<file path="src/rtl/demux_pkg.sv">
// Shared definitions for the demux lane scheduler: lane-selection modes,
// skid FSM state encoding and default widths.
package demux_pkg;

    localparam int DATA_W_DEF = 4;
    localparam int CNT_W_DEF  = 8;

    localparam logic [1:0] MODE_ALT   = 2'b00;
    localparam logic [1:0] MODE_RR    = 2'b01;
    localparam logic [1:0] MODE_ROUTE = 2'b10;

    typedef enum logic {
        ST_EMPTY = 1'b0,
        ST_HOLD  = 1'b1
    } state_t;

endpackage

</file>
<file path="src/rtl/lane_counter.sv">
// Wrapping per-lane delivery counter with synchronous reset and increment enable.
module lane_counter #(
    parameter int CNT_W = 8
) (
    input  logic             clk,
    input  logic             reset,
    input  logic             inc_i,
    output logic [CNT_W-1:0] count_o
);

    logic [CNT_W-1:0] count_q;
    logic [CNT_W-1:0] count_d;

    always_comb begin
        count_d = count_q;
        if (inc_i) begin
            count_d = count_q + 1'b1;
        end
    end

    always_ff @(posedge clk) begin
        if (reset) begin
            count_q <= '0;
        end else begin
            count_q <= count_d;
        end
    end

    assign count_o = count_q;

endmodule

</file>
<file path="src/rtl/demux_lane_sched.sv">
// Lane scheduler for the 1x2 demux: picks an output lane per word, parks a
// blocked word in a one-entry skid register and back-pressures upstream.
module demux_lane_sched
    import demux_pkg::*;
#(
    parameter int DATA_W = DATA_W_DEF,
    parameter int CNT_W  = CNT_W_DEF
) (
    input  logic              clk,
    input  logic              reset,
    input  logic              valid_in,
    input  logic [DATA_W-1:0] data_in,
    output logic              ready_out,
    input  logic [1:0]        mode,
    input  logic              full0,
    input  logic              full1,
    output logic [DATA_W-1:0] data_out0,
    output logic              valid_out0,
    output logic [DATA_W-1:0] data_out1,
    output logic              valid_out1,
    output logic              sel,
    output logic              stall,
    output logic [CNT_W-1:0]  cnt0,
    output logic [CNT_W-1:0]  cnt1
);

    state_t            state_q, state_d;
    logic [DATA_W-1:0] skid_q, skid_d;
    logic              ptr_q, ptr_d;
    logic [DATA_W-1:0] dataOut0_q, dataOut0_d;
    logic [DATA_W-1:0] dataOut1_q, dataOut1_d;
    logic              validOut0_q, validOut0_d;
    logic              validOut1_q, validOut1_d;
    logic              sel_q, sel_d;

    logic [1:0]        fullVec;
    logic              candValid;
    logic [DATA_W-1:0] candData;
    logic              tgt;
    logic              go;
    logic              deliver;

    assign fullVec   = {full1, full0};
    assign candValid = (state_q == ST_HOLD) | valid_in;
    assign candData  = (state_q == ST_HOLD) ? skid_q : data_in;

    // Lane choice; reserved mode 2'b11 falls through to ALT behaviour.
    always_comb begin
        tgt = ptr_q;
        go  = 1'b0;
        case (mode)
            MODE_RR: begin
                if (!fullVec[ptr_q]) begin
                    go = 1'b1;
                end else if (!fullVec[~ptr_q]) begin
                    tgt = ~ptr_q;
                    go  = 1'b1;
                end
            end
            MODE_ROUTE: begin
                tgt = candData[DATA_W-1];
                go  = !fullVec[candData[DATA_W-1]];
            end
            default: begin
                go = !fullVec[ptr_q];
            end
        endcase
    end

    assign deliver = candValid & go;

    always_comb begin
        state_d     = state_q;
        skid_d      = skid_q;
        ptr_d       = ptr_q;
        dataOut0_d  = dataOut0_q;
        dataOut1_d  = dataOut1_q;
        validOut0_d = 1'b0;
        validOut1_d = 1'b0;
        sel_d       = sel_q;
        if (deliver) begin
            sel_d = tgt;
            if (mode != MODE_ROUTE) begin
                ptr_d = ~tgt;
            end
            if (tgt) begin
                dataOut1_d  = candData;
                validOut1_d = 1'b1;
            end else begin
                dataOut0_d  = candData;
                validOut0_d = 1'b1;
            end
        end
        case (state_q)
            ST_EMPTY: begin
                if (candValid && !go) begin
                    skid_d  = candData;
                    state_d = ST_HOLD;
                end
            end
            ST_HOLD: begin
                if (go) begin
                    state_d = ST_EMPTY;
                end
            end
            default: state_d = ST_EMPTY;
        endcase
    end

    always_ff @(posedge clk) begin
        if (reset) begin
            state_q     <= ST_EMPTY;
            skid_q      <= '0;
            ptr_q       <= 1'b0;
            dataOut0_q  <= '0;
            dataOut1_q  <= '0;
            validOut0_q <= 1'b0;
            validOut1_q <= 1'b0;
            sel_q       <= 1'b0;
        end else begin
            state_q     <= state_d;
            skid_q      <= skid_d;
            ptr_q       <= ptr_d;
            dataOut0_q  <= dataOut0_d;
            dataOut1_q  <= dataOut1_d;
            validOut0_q <= validOut0_d;
            validOut1_q <= validOut1_d;
            sel_q       <= sel_d;
        end
    end

    lane_counter #(.CNT_W(CNT_W)) uCnt0 (
        .clk     (clk),
        .reset   (reset),
        .inc_i   (deliver & ~tgt),
        .count_o (cnt0)
    );

    lane_counter #(.CNT_W(CNT_W)) uCnt1 (
        .clk     (clk),
        .reset   (reset),
        .inc_i   (deliver & tgt),
        .count_o (cnt1)
    );

    assign stall      = (state_q == ST_HOLD);
    assign ready_out  = ~stall;
    assign data_out0  = dataOut0_q;
    assign data_out1  = dataOut1_q;
    assign valid_out0 = validOut0_q;
    assign valid_out1 = validOut1_q;
    assign sel        = sel_q;

endmodule

</file>
<file path="config.mk">
export PLATFORM = sky130hd
export DESIGN_NAME = demux_lane_sched
export DESIGN_NICKNAME = d
export VERILOG_FILES = /design/src/rtl/demux_pkg.sv /design/src/rtl/lane_counter.sv /design/src/rtl/demux_lane_sched.sv
export SDC_FILE = /design/constraint.sdc
export NUM_CORES = 1
export LEC_CHECK = 0
export BUFFER_PORTS_ARGS = -buffer_cell sky130_fd_sc_hd__clkbuf_2
export CAP_MARGIN = 20
export CORE_UTILIZATION = 30
export CTS_CLUSTER_DIAMETER = 60
export DETAILED_ROUTE_END_ITERATION = 7
export PLACE_DENSITY_LB_ADDON = 0.05
export SLEW_MARGIN = 20
export SYNTH_ARGS = -nofsm -noshare
export SYNTH_HDL_FRONTEND = slang
export SYNTH_SLANG_ARGS = --single-unit
</file>
<file path="constraint.sdc">
create_clock -name clk -period 3 [get_ports clk]
set_input_delay 0 -clock clk [delete_from_list [all_inputs] [get_ports clk]]
set_output_delay 0 -clock clk [all_outputs]
set_load 0.05 [all_outputs]
</file>
==> results of run 1 <==
==> worst paths after layout <==
path / end / from
worst max-delay path: uCnt0.count_o[0]$_SDFFE_PP0P_ / stall$_SDFF_PP0_
worst max register to register: uCnt0.count_o[0]$_SDFFE_PP0P_ / stall$_SDFF_PP0_
worst min register to register: skid_q[0]$_SDFFE_PP0P_ / skid_q[0]$_SDFFE_PP0P_
worst min-delay path: stall$_SDFF_PP0_ / valid_in
==> kinds of logic (layout without fill, tap and decap cells) <==
family | count (synthesis) | count (layout) | share of synthesized area
AND/OR/NAND/NOR | 76 | 76 | 0.258
flip-flops | 33 | 33 | 0.396
adder cells (fa/ha/maj) | 5 | 5 | 0.0360
buffers and inverters | 19 | 60 | 0.0480
multiplexers | 17 | 17 | 0.114
AO/OA/AOI/OAI | 43 | 43 | 0.148
==> where the power goes <==
group / total (mW) / leakage, nW / internal, mW / switching, mW
logic: 0.215 / 0.522 / 0.0651 / 0.150
clock network: 0.327 / 0.0439 / 0.160 / 0.167
registers: 0.473 / 0.268 / 0.459 / 0.0143
==> stage by stage <==
stage / power, mW / instance area (um2) / hold slack (ns)
after floorplan: 0.645 / 1670 / 0.144
after global placement: 0.689 / 1910 / 0.252
after detailed placement: 0.693 / 1910 / 0.264
after CTS: 1.03 / 2030 / 0.0900
after global routing: 1.07 / 2040 / 0.137
final: 1.02 / 2040 / 0.110
==> layer usage <==
| layer | track usage | vias to the layer above | share of wire |
|---|---|---|---|
| li1 | - | 762 | - |
| met1 | 0.180 | 710 | 0.50 |
| met2 | 0.220 | 33 | 0.44 |
| met3 | 0.0503 | 5 | 0.047 |
| met4 | 0.0500 | 0 | 0.012 |
| met5 | 0 | - | 0 |
==> critical path, delay by kind of cell, from the launching register on <==
family | cells | cell delay (ns)
flip-flops | 1 | 0.39
multiplexers | 3 | 0.93
AND/OR/NAND/NOR | 1 | 0.14
AO/OA/AOI/OAI | 1 | 0.84
==> timing repair <==
item,4_1_cts,5_1_grt
hold endpoints to repair,4,0
hold buffers,4,0
setup buffers,0,0
==> cells in the final DEF, fill, tap and decap left out, types with 8 or more instances in the layout <==
cell type  instances
inv_1              8
o21ai_1           13
nor2b_1           19
nand3_1            8
clkbuf_2          39
o21ai_0            8
a21oi_1           10
mux2i_1           10
nor2_1            16
dfxtp_1           33
==> sequential cells by signal, indices dropped and copies added, names as in the netlist <==
signal / flops
ptr_q: 1
sel: 1
uCnt0.count_o: 8
stall: 1
valid_out1: 1
data_out0: 4
data_out1: 4
valid_out0: 1
uCnt1.count_o: 8
skid_q: 4
==> cell type report <==
| class | instances | area share |
|---|---|---|
| Inverter | 8 | 0.0147 |
| Tap cell | 70 | 0.0430 |
| Clock inverter | 3 | 0.00859 |
| Sequential cell | 33 | 0.324 |
| Multi-Input combinational cell | 141 | 0.457 |
| Timing Repair Buffer | 44 | 0.119 |
| Clock buffer | 5 | 0.0338 |
==> impl_metrics.toml, run 1 <==
[run_status]
outcome = "complete, no violations"

[sta]
fin_crit_sh = 0.810
skew_ns = 0.00504
period_minus_slack_ns = 2.43
hold_violations = 0
finalSetupTns_ns = 0
finalMaxSlewViolations = 0
timing.fmax_ghz = 0.412
rsz0062_at_grt = "no"
finalSetupViolCount = 0
setup_ws_ns = 0.571
worst_pin_slew_ns = 1.00
slew_headroom = 0.331

[critical_path]
ff2ff_setup_slack_ns = 0.57
startpoint_type = "flop"
cp-end-kind = "flop"
worstPathArrival_ns = 2.60
criticalPathCategory = "reg2reg"
cp.required_ns = 3.17
reg2regPathDepth = 5
cpPeakStageDelay_ns = 0.84
crit_chain = "mux2i_4, mux2i_1, a211o_1, nor2_1, mux2_1"
cp_max_fo = 35
slowest_stage = "a211o_1"

[detailed_routing]
drt_iter0_drc = 90
drtAntennaViolNets = 0
dr_total_vias = 1510
wl_um = 3910
via_per_inst = 4.97
drcViolationCount = 0
first_pass_iters = 4
wl_per_cell_um = 12.9

[synthesis]
synthTopCellsByArea = "dfxtp_1, nor2b_1, mux2i_1"
yosys_warnings = 0
synth_nets = 208
async_reset_ff_frac = 0
syn_area_per_cell_um2 = 8.64
ys_seq_elements = 33
synth_top_area_share = 0.396
yosysMostFrequentCell = "dfxtp_1"
ys_types = 32
synth_common_cells = "dfxtp_1, nor2b_1, nor2_1, o21ai_1"
synth.cell_area_um2 = 1670
synth_area_leader_cell = "dfxtp_1"
ys_seq_area_frac = 0.396
synth_top_flop_cell = "dfxtp_1"
synth_cells = 193
synth_edf_count = 0

[global_routing]
grt_overflow = 0
grt_pass1_vias = 1431
grt.total_usage = 0.142
grt_first_pass_wirelength_um = 6630
grt_max_degree = 46
antenna_found_initial = 0

[final_layout]
final_nets = 248
finalNonFillerCells = 304
drive_above_1_share = 0.235
multi_input_area_um2 = 931
antenna_cells = 0
area_delta_synth_final_pct = 22.2
fin_util = 0.389
register_area_um2 = 661
fillCellCount = 577

[min_path]
hp-class = "in2reg"
hold-path-cell-count = 3

[floorplanning]
coreArea_um2 = 5240
pin_count = 40
die_y_um = 76.6
rows = 26
dieArea_um2 = 5860
fp.dieW_um = 76.6
start_util = 0.318

[placed_design]
dpl.cell_count = 292
gp_congestion = 0.833
detailedPlace.worstSlack_ns = 0.556
dp_hpwl_um = 2680
portBuffers = 39

[run]
maxCapViolations = 0

[cts]
cts_num_sinks = 33
htree_levels = 2
clk_latency_ns = 0.28
clk_pin_slew_worst_paths_ns = 0.07
root_buffer = "clkbuf_8"
cts_resized = 0
cts_tree = "built"
cts_inserted_buffers = 5
cts.path.max_buffers = 2

[power]
p_per_area_nw_per_um2 = 498
p_leak_nw = 0.834
peakVddDrop_mv = 0.236
(Power assumes the default switching activity.)
==> run 2: changes to the inputs <==
- clock period: 3 -> 2.1 ns (I/O delays scaled with it)
==> impl_metrics.toml, run 2 (synthesized netlist as in run 1, its figures left out) <==
[global_routing]
grt_pass1_vias = 1428
grt_first_pass_wirelength_um = 6490
grt.total_usage = 0.139
grt_max_degree = 46
antenna_found_initial = 0
grt_overflow = 0

[critical_path]
cp.required_ns = 2.27
crit_chain = "mux2i_1, nor2b_1, a211o_1, buf_12, nor4_1, mux2_1"
worstPathBufferInverterCount = 1
cp-end-kind = "flop"
worstPathArrival_ns = 2.15
worstSetupStartpoint = "ptr_q$_SDFFE_PP0P_"
cp_max_fo = 35
cp_top_family = "multiplexers"
reg2regPathDepth = 6
worstReg2RegStart = "ptr_q$_SDFFE_PP0P_"
ff2ff_setup_slack_ns = 0.12
startpoint_type = "flop"
crit_cells = 6
worstReg2RegEnd = "uCnt0.count_o[5]$_SDFFE_PP0P_"
criticalPathCategory = "reg2reg"
cpPeakStageDelay_ns = 0.39
slowest_stage = "dfxtp_1"

[placed_design]
detailedPlace.worstSlack_ns = 0.122
gp_congestion = 0.840
dp_hpwl_um = 2700
portBuffers = 39

[sta]
skew_ns = 0.00680
finalSetupTns_ns = 0
period_minus_slack_ns = 1.98
finalMaxSlewViolations = 0
rsz0062_at_grt = "no"
timing.fmax_ghz = 0.506
worst_pin_slew_ns = 0.863
hold_violations = 0
finalSetupViolCount = 0
fin_crit_sh = 0.941
setup_ws_ns = 0.124
slew_headroom = 0.425

[cts]
cts_tree = "built"
cts_setup_buffers = 0
clk_pin_slew_worst_paths_ns = 0.07
cts_num_sinks = 33
cts_inserted_buffers = 5
cts_resized = 0
clk_latency_ns = 0.28
htree_levels = 2
cts.path.max_buffers = 2
root_buffer = "clkbuf_8"

[final_layout]
final_nets = 252
fillCellCount = 559
area_delta_synth_final_pct = 26.1
mostFrequentLayoutCell = "clkbuf_2"
layout_common_cells = "clkbuf_2, dfxtp_1, nor2b_1, nor2_1, o21ai_1"
drive_above_1_share = 0.248
antenna_cells = 0

[detailed_routing]
via_per_inst = 4.90
drt_iter0_drc = 69
first_pass_iters = 4
wl_per_cell_um = 12.3
wl_um = 3800
drcViolationCount = 0
dr_total_vias = 1508
drtAntennaViolNets = 0

[floorplanning]
dieArea_um2 = 5860
start_util = 0.318
rows = 26
coreArea_um2 = 5240
die_y_um = 76.6
fp.dieW_um = 76.6
pin_count = 40

[run_status]
outcome = "complete, no violations"

[min_path]
hold-path-cell-count = 3
worstHoldEndpoint = "skid_q[3]$_SDFFE_PP0P_"
worstHoldStart = "data_in[3]"
hp-class = "in2reg"

[power]
peakVddDrop_mv = 0.319
p_per_area_nw_per_um2 = 745
p_leak_nw = 0.870

[run]
maxCapViolations = 0
## run 2: what timing repair did
action / 4_1_cts / 5_1_grt
hold buffers: 3 / 0
endpoints found under the setup margin: 0 / 0
hold endpoints to repair: 3 / 0
## run 2: worst register-to-register path, delay by kind of cell, from the launching register on
kind / cells / cell delay, ns
buffers and inverters: 1 / 0.17
flip-flops: 1 / 0.39
multiplexers: 2 / 0.62
AND/OR/NAND/NOR: 2 / 0.41
AO/OA/AOI/OAI: 1 / 0.27
## run 2: layout make-up
| type | instances | area [um2] | area share |
|---|---|---|---|
| flip-flops and latches | 33 | 664 | 0.316 |
| repair buffers | 48 | 283 | 0.134 |
| well taps | 70 | 87.6 | 0.0416 |
| clock buffers | 8 | 111 | 0.0529 |
| multi-input cells | 141 | 927 | 0.441 |
| inverters | 8 | 30.0 | 0.0143 |
## run 2: worst max-delay path by stage
stage | end | slack, ns
floorplan | uCnt0.count_o[6]$_SDFFE_PP0P_ | -0.007
global placement | uCnt0.count_o[5]$_SDFFE_PP0P_ | 0.17
detailed placement | uCnt0.count_o[5]$_SDFFE_PP0P_ | 0.12
CTS | uCnt0.count_o[5]$_SDFFE_PP0P_ | 0.11
global route | uCnt0.count_o[6]$_SDFFE_PP0P_ | 0.02
finish | uCnt0.count_o[5]$_SDFFE_PP0P_ | 0.12
## run 2: power breakdown
part,internal (mW),switching (mW),leakage (nW)
Combinational,0.110,0.212,0.545
Clock,0.339,0.232,0.0566
Sequential,0.655,0.0200,0.268
Total,1.10,0.464,0.870
## run 2: metal layers
layer | vias up | wire [um] | global-route usage
li1 | 769 | - | -
met1 | 693 | 1760 | 0.174
met2 | 41 | 1800 | 0.219
met3 | 5 | 181 | 0.0443
met4 | 0 | 56 | 0.0558
met5 | - | 0 | 0
## run 2: metrics by stage
step	cells	hold WS, ns	util	instance area, um2	total power, mW
2_1_floorplan	193	0.144	-	1680	0.925
3_3_place_gp	297	0.251	0.375	1960	1.01
3_5_place_dp	297	0.265	0.375	1960	1.01
4_1_cts	308	0.000521	0.402	2100	1.59
5_1_grt	308	0.0584	0.402	2100	1.65
6_report	308	0.00663	0.402	2100	1.57
